### src/rtl/booth.sv
// Registered radix-4 Booth digit recoder with direction flip.
//
// Each cycle one overlapping Booth triplet is decoded into a sign/magnitude
// select code for the downstream partial-product / shift-add multiplexers.
// The code appears on the outputs one clock after the input is sampled.
//
// Ports:
//   clk   in   rising-edge clock
//   rst   in   asynchronous active-high reset, clears all outputs
//   d0_a  in   [2:0] Booth triplet {b(2i+1), b(2i), b(2i-1)}
//              [3]   direction flip, 1 negates the recoded digit
//   c0    out  negate: the selected multiple is subtracted
//   c1    out  select x1 multiple
//   c2    out  select x2 multiple
module booth (
  input  logic       clk,
  input  logic       rst,
  input  logic [3:0] d0_a,
  output logic       c0,
  output logic       c1,
  output logic       c2
);

  logic [2:0] trip;
  logic       flip;
  logic       one;
  logic       two;
  logic       booth_neg;
  logic       neg;

  logic c0_q, c0_d;
  logic c1_q, c1_d;
  logic c2_q, c2_d;

  assign trip = d0_a[2:0];
  assign flip = d0_a[3];

  always_comb begin
    one       = 1'b0;
    two       = 1'b0;
    booth_neg = 1'b0;
    neg       = 1'b0;

    // |digit| = 1 when the two low bits differ; |digit| = 2 for 011 / 100.
    one = trip[1] ^ trip[0];
    two = (trip == 3'b011) || (trip == 3'b100);

    booth_neg = trip[2] & (trip != 3'b111);

    // A zero digit carries no sign, so the flip cannot create a negative zero.
    neg = (booth_neg ^ flip) & (one | two);

    c0_d = neg;
    c1_d = one;
    c2_d = two;
  end

  always_ff @(posedge clk or posedge rst) begin
    if (rst) begin
      c0_q <= 1'b0;
      c1_q <= 1'b0;
      c2_q <= 1'b0;
    end else begin
      c0_q <= c0_d;
      c1_q <= c1_d;
      c2_q <= c2_d;
    end
  end

  assign c0 = c0_q;
  assign c1 = c1_q;
  assign c2 = c2_q;

endmodule

### config.mk
export PLATFORM = sky130hd
export DESIGN_NAME = booth
export DESIGN_NICKNAME = d
export VERILOG_FILES = /design/src/rtl/booth.sv
export SDC_FILE = /design/constraint.sdc
export NUM_CORES = 1
export LEC_CHECK = 0
export CORE_AREA = 2 2 39 41
export DETAILED_ROUTE_END_ITERATION = 8
export DIE_AREA = 0 0 41 43
export GPL_ROUTABILITY_DRIVEN = 0
export PLACE_DENSITY = 0.44
export SLEW_MARGIN = 20
export SYNTH_ARGS = -nofsm -noshare
export SYNTH_HDL_FRONTEND = slang
export SYNTH_SLANG_ARGS = --single-unit
### constraint.sdc
create_clock -name clk -period 0.8 [get_ports clk]
set_input_delay 0.12 -clock clk [delete_from_list [all_inputs] [get_ports clk]]
set_output_delay 0.12 -clock clk [all_outputs]
set_load 0.05 [all_outputs]
# Word-level counts from Yosys, hierarchy flattened
# Cells that the tools add are included.
# totals
reg_bits	3
latchBits	0
mem_bits_rw	0
romBits	0
inputBits	6
output_inout_bits	3
word_cells	12
n_memories	0
# op_classes
n_addsub	0
multipliers	0
div_mod_pow	0
n_lt_le_gt_ge	0
n_eq_ne	3
shifts	0
muxes	0
bitwise	5
reduce_logical	1
# ops
op	count
== test 3 x 2 -> 1 bit, second input constant	1
== test 3 bit, second input constant	1
!= test 3 bit, second input constant	1
bitwise AND 1 bit	2
XOR 1 bit	2
logical OR 1 bit	1
bitwise OR 1 bit	1

# Longest topological paths before layout
# Gate-level depths: netlist of the first run.
# depth
word_depth	4
ltp_mapped	4
ltp_nobuf	4

# Worst setup path after synthesis of the first run
# No wires, ideal clock.
# synth_path
path_kind	input port to flip-flop
from	input port d0_a[0]
to	register c0_q (netlist: c0)
setup_ns	0.099
arrival_time_ns	0.750
required_time_ns	0.701
setup_slack_ns	-0.049
cell_stages	4
n_path_buf	0
path_cell_list	inv_1 > ha_1 > nand2b_4 > a311oi_1
# synth_between
word_cells_on_any_way	9
classes_between	3 x eq/ne; 5 x bitwise; 1 x reduce/logical
# synth_lines
element	line_no	rtl
from (decl)	18	input logic [3:0] d0_a,
XOR 1 bit	45	one = trip[1] ^ trip[0];
named net c1_d	32	logic c1_q, c1_d;
bitwise OR 1 bit	51	neg = (booth_neg ^ flip) & (one | two);
bitwise AND 1 bit	51	
named net c0_d	31	logic c0_q, c0_d;
to (signal assigned)	60	c0_q <= 1'b0;
to (signal assigned)	64	c0_q <= c0_d;
to (decl)	31	
# The timed path passes the listed nets, and every way through them passes these cells.

# Final worst setup path of the first run
# layout_path
from	register c2_q (netlist: c2)
to	output port c2
# layout_lines
element	line_no	rtl
from (decl)	33	logic c2_q, c2_d;
from (signal assigned)	62	c2_q <= 1'b0;
from (signal assigned)	66	c2_q <= c2_d;
to (decl)	21	output logic c2
# No word-level cell between the ends.

==> impl_metrics.toml, run 1 <==
[global_routing]
grt_pass1_vias = 165
grt_first_pass_wirelength_microns = 607
grt_max_degree = 5
grt_overflow = 0
antenna_found_initial = 0
track_usage_pct = 5.936

[timing]
period_minus_slack_ns = 0.8911
period_share_pct = 111.4
fmax_mhz = 1122
slew_headroom_pct = 87.55
final_max_slew_viol_count = 0
layout_setup_ws_ns = -0.09114
whs_ns = 0.05876
rsz0062_at_grt = "yes"
hold_violations = 0
worst_pin_slew_ns = 0.1868
setup_viol = 3

[power]
p_int_uw = 455.8
power.leakage_nw = 0.1653
power.share.sequential_pct = 27.8
switching_share_pct = 28.94
vdd_drop_max_mv = 0.3272
combPwrFrac_pct = 30.4
power-per-cell-area_mw_per_mm2 = 1899
p_sw_uw = 185.6
clkPwrFrac_pct = 41.8

[setup_path]
worstSetupStartpointType = "register"
path_max_fanout = 1
arrival_ns = 0.77
cp.required_ns = 0.68
critPathSlowestCell = "dfrtp_1"
crit_type = "reg2out"
path_cells = "buf_12"
cp_top_family = "flip-flops"
end_kind = "output pin"
max_stage_delay_ns = 0.39
crit_buf_inv = 1

[logic_synthesis]
syn_inst = 15
synthTopCellsByCount = "inv_1 (4), dfrtp_1 (3), ha_1 (2)"
synthTopCellsByArea = "dfrtp_1 (47%), ha_1 (16%), inv_1 (9.4%)"
ys_ff_latch = 3
synth-edff-count = 0
synth_top_area_cell = "dfrtp_1"
yosysMostFrequentCell = "inv_1"
synth_ff_type = "dfrtp_1"
syn-cell-area_sq_um = 158.9
syn_nets = 23
synth_area_per_cell_sq_um = 10.59
ys_seq_area_share_pct = 47.24
post_synth_num_cell_types = 9
synth_warnings = 0
async_flop_share_pct = 100.0
synth_top_cell_area_share_pct = 47.24

[finish]
final_cells = 44
diodes = 0
area_delta_synth_final_pct = 112.6
drive_gt1_share_pct = 53.57
nNetsFinal = 37

[clock_network]
h-tree-depth = 1
cts_made_buffers = 3
cts_tree = "done"
post-cts-setup-buffers = 0
postCtsHoldBufs = 0
cts-root-buf = "clkbuf_4"
clockBufferDepth = 2
cts_sinks = 3
clk_pin_slew_ns = 0.04

[die]
io_pins = 9
rows = 14
initial_core_util_pct = 11.48
die_width_microns = 41
die_h_microns = 43
core-area_sq_mm = 0.001384
design.die.area_sq_mm = 0.001763

[route]
drt_first_pass_iters = 4
post_drt_via_cell_ratio = 3.432
vias = 151
drc = 0
dr.first_iter.drc_count = 2
ant_nets = 0
wl_per_cell_microns = 8.205
routed_wl_microns = 361

[placement]
io_buffer_count = 8
dp_hpwl_microns = 257.8
pre_cts_ws_ns = -0.5938
placed_cells = 40

[min_path]
worstHoldPathType = "in2async"

[status]
status = "finished, violations left"
violations = "setup timing"

[job]
cap_violations = 0
[metrics by stage]
step           setup TNS (ns)  util [%]  power (mW)  area (sq um)
2_1_floorplan               0         -      0.2662         171.4
3_3_place_gp           -1.058     22.33      0.3717         309.0
3_5_place_dp           -1.122     22.33      0.3742         309.0
4_1_cts               -0.3045     24.95      0.6588         345.3
5_1_grt               -0.3469     24.41      0.6838         337.8
6_report              -0.2690     24.41      0.6414         337.8
[cell type report]
class	count	area (sq um)
clock buffer	4	26.28
fill	145	1046
inverter	4	15.01
multi-input combinational	8	92.59
sequential	3	75.07
tap	16	20.02
timing repair buffer	9	108.9
[flip-flops by register name, summed over array words and instances (netlist names)]
| signal | cells |
|---|---|
| c1 | 1 |
| c0 | 1 |
| c2 | 1 |
[kinds of logic (layout without fill, tap and decap cells)]
logic type / count (synthesis) / count (layout) / synth area share [%]
buffers and inverters: 4 / 17 / 9.446
and+or+nand+nor: 3 / 3 / 15.75
DFF: 3 / 3 / 47.24
AOI/OAI and AO/OA: 3 / 3 / 11.81
adders and majority gates: 2 / 2 / 15.75
[what timing repair did]
action	in CTS	in global routing
gates resized for setup	9	3
cloned	0	0
setup endpoints to repair	6	4
pin swaps	1	2
[cells in the final DEF (no fill, tap or decap), drive strengths merged]
master         n
clkbuf         6
buf            4
inv            4
dfrtp          3
ha             2
nand2          1
o21ai          1
nand2b         1
nor3b          1
a21oi          1
a311oi         1
dlygate4sd2    1
dlymetal6s2s   1
clkdlybuf4s50  1
[final timing paths]
path | from | end | depth (start not counted)
min | rst | c0 | 2
min in group clk | d0_a[3] | c0 | 2
max | c2 | c2 | 1
max in group asynchronous | rst | c1 | 2
[power by group through the flow]
stage	logic [mW]	clock network (mW)	registers, mW
CTS	0.200	0.280	0.178
global placement	0.192	0	0.180
detailed placement	0.194	0	0.180
floorplan	0.0416	0	0.225
global route	0.209	0.296	0.179
finish	0.195	0.268	0.178
[routing by layer]
layer | vias up | global-route usage, % | wire [microns]
li1 | 73 | - | -
met1 | 71 | 4.854 | 124
met2 | 7 | 8.125 | 211
met3 | 0 | 3.141 | 26
met4 | 0 | 8.000 | 0
met5 | - | 0 | 0
No activity file was read; power rests on OpenSTA's default activity.
==> inputs of run 2 (changes only) <==
- GPL_ROUTABILITY_DRIVEN: 0 -> default
- RECOVER_POWER: default -> 25
==> impl_metrics.toml, run 2 (synthesized netlist as in run 1, its figures left out) <==
[setup_path]
crit_end = "c2"
path_cells = "buf_12"
arrival_ns = 0.77
max_stage_delay_ns = 0.39
crit_start = "c2"
crit_cells = 1
worstSetupStartpointType = "register"
crit_buf_inv = 1
crit_type = "reg2out"
critPathSlowestCell = "dfrtp_1"
end_kind = "output pin"
path_max_fanout = 1
cp.required_ns = 0.68
cp_top_family = "flip-flops"

[power]
switching_share_pct = 28.98
power.leakage_nw = 0.1655
power_uw = 640.4
power.share.sequential_pct = 27.8
combPwrFrac_pct = 30.3
p_int_uw = 454.8
vdd_drop_max_mv = 0.3272
p_sw_uw = 185.6
power-per-cell-area_mw_per_mm2 = 1896
clkPwrFrac_pct = 41.8

[status]
violations = "setup timing"
status = "finished, violations left"

[clock_network]
cts_sinks = 3
post-cts-setup-buffers = 0
cts_made_buffers = 3
clockBufferDepth = 2
h-tree-depth = 1
cts_tree = "done"
clk_pin_slew_ns = 0.04
cts-root-buf = "clkbuf_4"

[timing]
hold_violations = 0
final_max_slew_viol_count = 0
period_minus_slack_ns = 0.8911
fmax_mhz = 1122
slew_headroom_pct = 87.55
setup_viol = 3
worst_pin_slew_ns = 0.1868
setup-tns-final_ns = -0.2690
layout_setup_ws_ns = -0.09114
period_share_pct = 111.4
rsz0062_at_grt = "yes"

[placement]
dp_hpwl_microns = 257.8
placed_area_sq_um = 309.0
io_buffer_count = 8
routabilityCongestion = 0.5784

[finish]
multi_input_area_sq_um = 92.59
final_cell_mix = "dfrtp_1 (3), clkbuf_4 (3), buf_12 (3)"
fill_cells = 145
diodes = 0
area_delta_synth_final_pct = 112.6
nNetsFinal = 37
seq_area_sq_um = 75.07
fin_area_sq_um = 337.8
drive_gt1_share_pct = 53.57

[die]
die_h_microns = 43
io_pins = 9
design.die.area_sq_mm = 0.001763
die_width_microns = 41
core-area_sq_mm = 0.001384
rows = 14
initial_core_util_pct = 11.48

[route]
routed_wl_microns = 361
dr.first_iter.drc_count = 2
vias = 151
wl_per_cell_microns = 8.205
drt_first_pass_iters = 4
drc = 0
post_drt_via_cell_ratio = 3.432
ant_nets = 0

[global_routing]
antenna_found_initial = 0
grt_pass1_vias = 165
grt_first_pass_wirelength_microns = 607
grt_max_degree = 5
grt_overflow = 0
track_usage_pct = 5.936

[job]
cap_violations = 0

[min_path]
worstHoldPathType = "in2reg"
run 2: changes by cell type in the layout (fill, tap and decap cells not counted):
cell | before | now
clkdlybuf4s50_1 | 1 | 0
dlygate4sd3_1 | 0 | 1
run 2: area by class of cell:
type / count / area share (%)
flip-flops and latches: 3 / 22.22
inverters: 4 / 4.444
multi-input cells: 8 / 27.41
repair buffers: 9 / 32.22
clock buffers: 4 / 7.778
well taps: 16 / 5.926
run 2: through the flow:
step | cells | util [%] | hold WS [ns] | setup WS, ns
after detailed placement | 40 | 22.33 | 0.3059 | -0.5938
after CTS | 44 | 24.95 | 0.06108 | -0.1043
after global routing | 44 | 24.41 | 0.1751 | -0.1220
after floorplan | 15 | - | -0.1264 | 0.002482
after global placement | 40 | 22.33 | 0.2978 | -0.5469
final | 44 | 24.41 | 0.1613 | -0.09114
run 2: per-layer routing:
layer	up-vias	routed length, microns	global-route usage, %
li1	73	-	-
met1	71	124	4.854
met2	7	211	8.125
met3	0	25	3.141
met4	0	0	8.000
met5	-	0	0
run 2: how the worst min path moves through the flow:
stage,from,endpoint,cells after the start
after detailed placement,rst,c0,2
after floorplan,rst,c0,1
after CTS,rst,c2,2
final,d0_a[3],c0,2
after global routing,d0_a[3],c0,2
after global placement,rst,c2,2
run 2: repair_timing:
item	CTS	global route
pin swaps	1	2
hold buffers	0	0
endpoints found under the setup margin	6	4
resized for setup	9	3
run 2: power groups by stage:
stage	clock network, mW	registers [mW]	logic, mW
floorplan	0	0.225	0.0416
global placement	0	0.180	0.192
detailed placement	0	0.180	0.194
CTS	0.280	0.178	0.200
global route	0.296	0.179	0.208
finish	0.268	0.178	0.194
==> inputs of run 3 (changes only) <==
- GPL_TIMING_DRIVEN: default -> 0
==> impl_metrics.toml, run 3 (synthesized netlist as in run 1, its figures left out) <==
[status]
status = "finished, violations left"
violations = "setup timing"

[timing]
period_minus_slack_ns = 0.8686
worst_pin_slew_ns = 0.2127
fmax_mhz = 1151
period_share_pct = 108.6
final_max_slew_viol_count = 0
rsz0062_at_grt = "yes"
setup_viol = 3
slew_headroom_pct = 85.82
layout_setup_ws_ns = -0.06858
hold_violations = 0

[finish]
fin_util_pct = 21.79
multi_input_area_sq_um = 92.59
nNetsFinal = 36
final_cells = 43
seq_area_sq_um = 75.07
area_delta_synth_final_pct = 89.76
fill_cells = 151
diodes = 0
drive_gt1_share_pct = 51.85
final_cell_mix = "dfrtp_1 (3), clkbuf_4 (3), buf_6 (3)"

[setup_path]
max_stage_delay_ns = 0.36
crit_type = "reg2out"
end_kind = "output pin"
crit_buf_inv = 1
arrival_ns = 0.75
crit_end = "c0"
cp.required_ns = 0.68
crit_cells = 1
path_cells = "buf_6"
path_max_fanout = 1
crit_start = "c0"
worstSetupStartpointType = "register"
cp_top_family = "flip-flops"
critPathSlowestCell = "dfrtp_1"

[clock_network]
h-tree-depth = 1
post-cts-setup-buffers = 0
cts-root-buf = "clkbuf_4"
cts_made_buffers = 3
clk_pin_slew_ns = 0.03
cts_sinks = 3
cts_tree = "done"
clockBufferDepth = 2

[route]
routed_wl_microns = 377
vias = 153
dr.first_iter.drc_count = 0
wl_per_cell_microns = 8.767
ant_nets = 0
drt_first_pass_iters = 1
drc = 0
post_drt_via_cell_ratio = 3.558

[power]
power.leakage_nw = 0.1422
vdd_drop_max_mv = 0.3149
power-per-cell-area_mw_per_mm2 = 1986

[placement]
io_buffer_count = 8
placed_cells = 39
dp_hpwl_microns = 296.2
routabilityCongestion = 0.5388

[die]
die_width_microns = 41
rows = 14
die_h_microns = 43
design.die.area_sq_mm = 0.001763
io_pins = 9
initial_core_util_pct = 11.48
core-area_sq_mm = 0.001384

[global_routing]
grt_max_degree = 6
grt_first_pass_wirelength_microns = 655
antenna_found_initial = 0
grt_pass1_vias = 185
grt_overflow = 0
track_usage_pct = 6.219

[job]
cap_violations = 0

[min_path]
worstHoldPathType = "in2async"
-- run 3: changes by cell type in the layout (fill, tap and decap cells not counted), sizes merged --
cell	delta
clkbuf	-2
dlymetal6s2s	-1
clkdlybuf4s50	+1
buf	+1
-- run 3: routing by layer --
| metal | vias to the layer above | GRT usage [%] | part of all wire (%) |
|---|---|---|---|
| met4 | 0 | 8.000 | 4.5 |
| met1 | 68 | 4.808 | 30 |
| met5 | - | 0 | 0 |
| met3 | 3 | 3.141 | 11 |
| met2 | 10 | 9.063 | 54 |
| li1 | 72 | - | - |
-- run 3: timing repair --
action | in CTS | in global routing
pin swaps | 2 | 1
gates resized for setup | 34 | 0
endpoints found under the setup margin | 6 | 4
hold buffers | 0 | 0
-- run 3: where the power goes --
part | switching, mW | internal (mW) | total, mW
logic | 0.0943 | 0.0709 | 0.165
clock network | 0.0736 | 0.186 | 0.260
registers | 0.00660 | 0.167 | 0.174
-- run 3: worst min-delay path by stage --
| stage | from | endpoint | slack, ns |
|---|---|---|---|
| after floorplan | rst | c0 | -0.13 |
| after global placement | rst | c2 | 0.30 |
| after detailed placement | rst | c2 | 0.31 |
| after CTS | rst | c1 | 0.06 |
| after global routing | rst | c1 | 0.21 |
| final | rst | c1 | 0.20 |
-- run 3: per-stage QoR --
stage                     area (sq um)  setup slack (ns)  hold WS, ns  TNS (ns)  power [mW]
after floorplan                  171.4          0.002482      -0.1264         0      0.2662
final                            301.5          -0.06858       0.1952   -0.1988      0.5990
after global placement           271.5           -0.5581       0.2977    -2.369      0.3297
after detailed placement         271.5           -0.6248       0.3110    -2.434      0.3326
after global routing             301.5           -0.1076       0.2091   -0.3048      0.6562
after CTS                        301.5          -0.08123      0.05910   -0.2309      0.6114
-- run 3: final cells by class --
class | count | share of cell area [%]
Multi-Input combinational cell | 8 | 30.71
Sequential cell | 3 | 24.90
Timing Repair Buffer | 8 | 24.07
Clock buffer | 4 | 8.714
Tap cell | 16 | 6.639
Inverter | 4 | 4.979
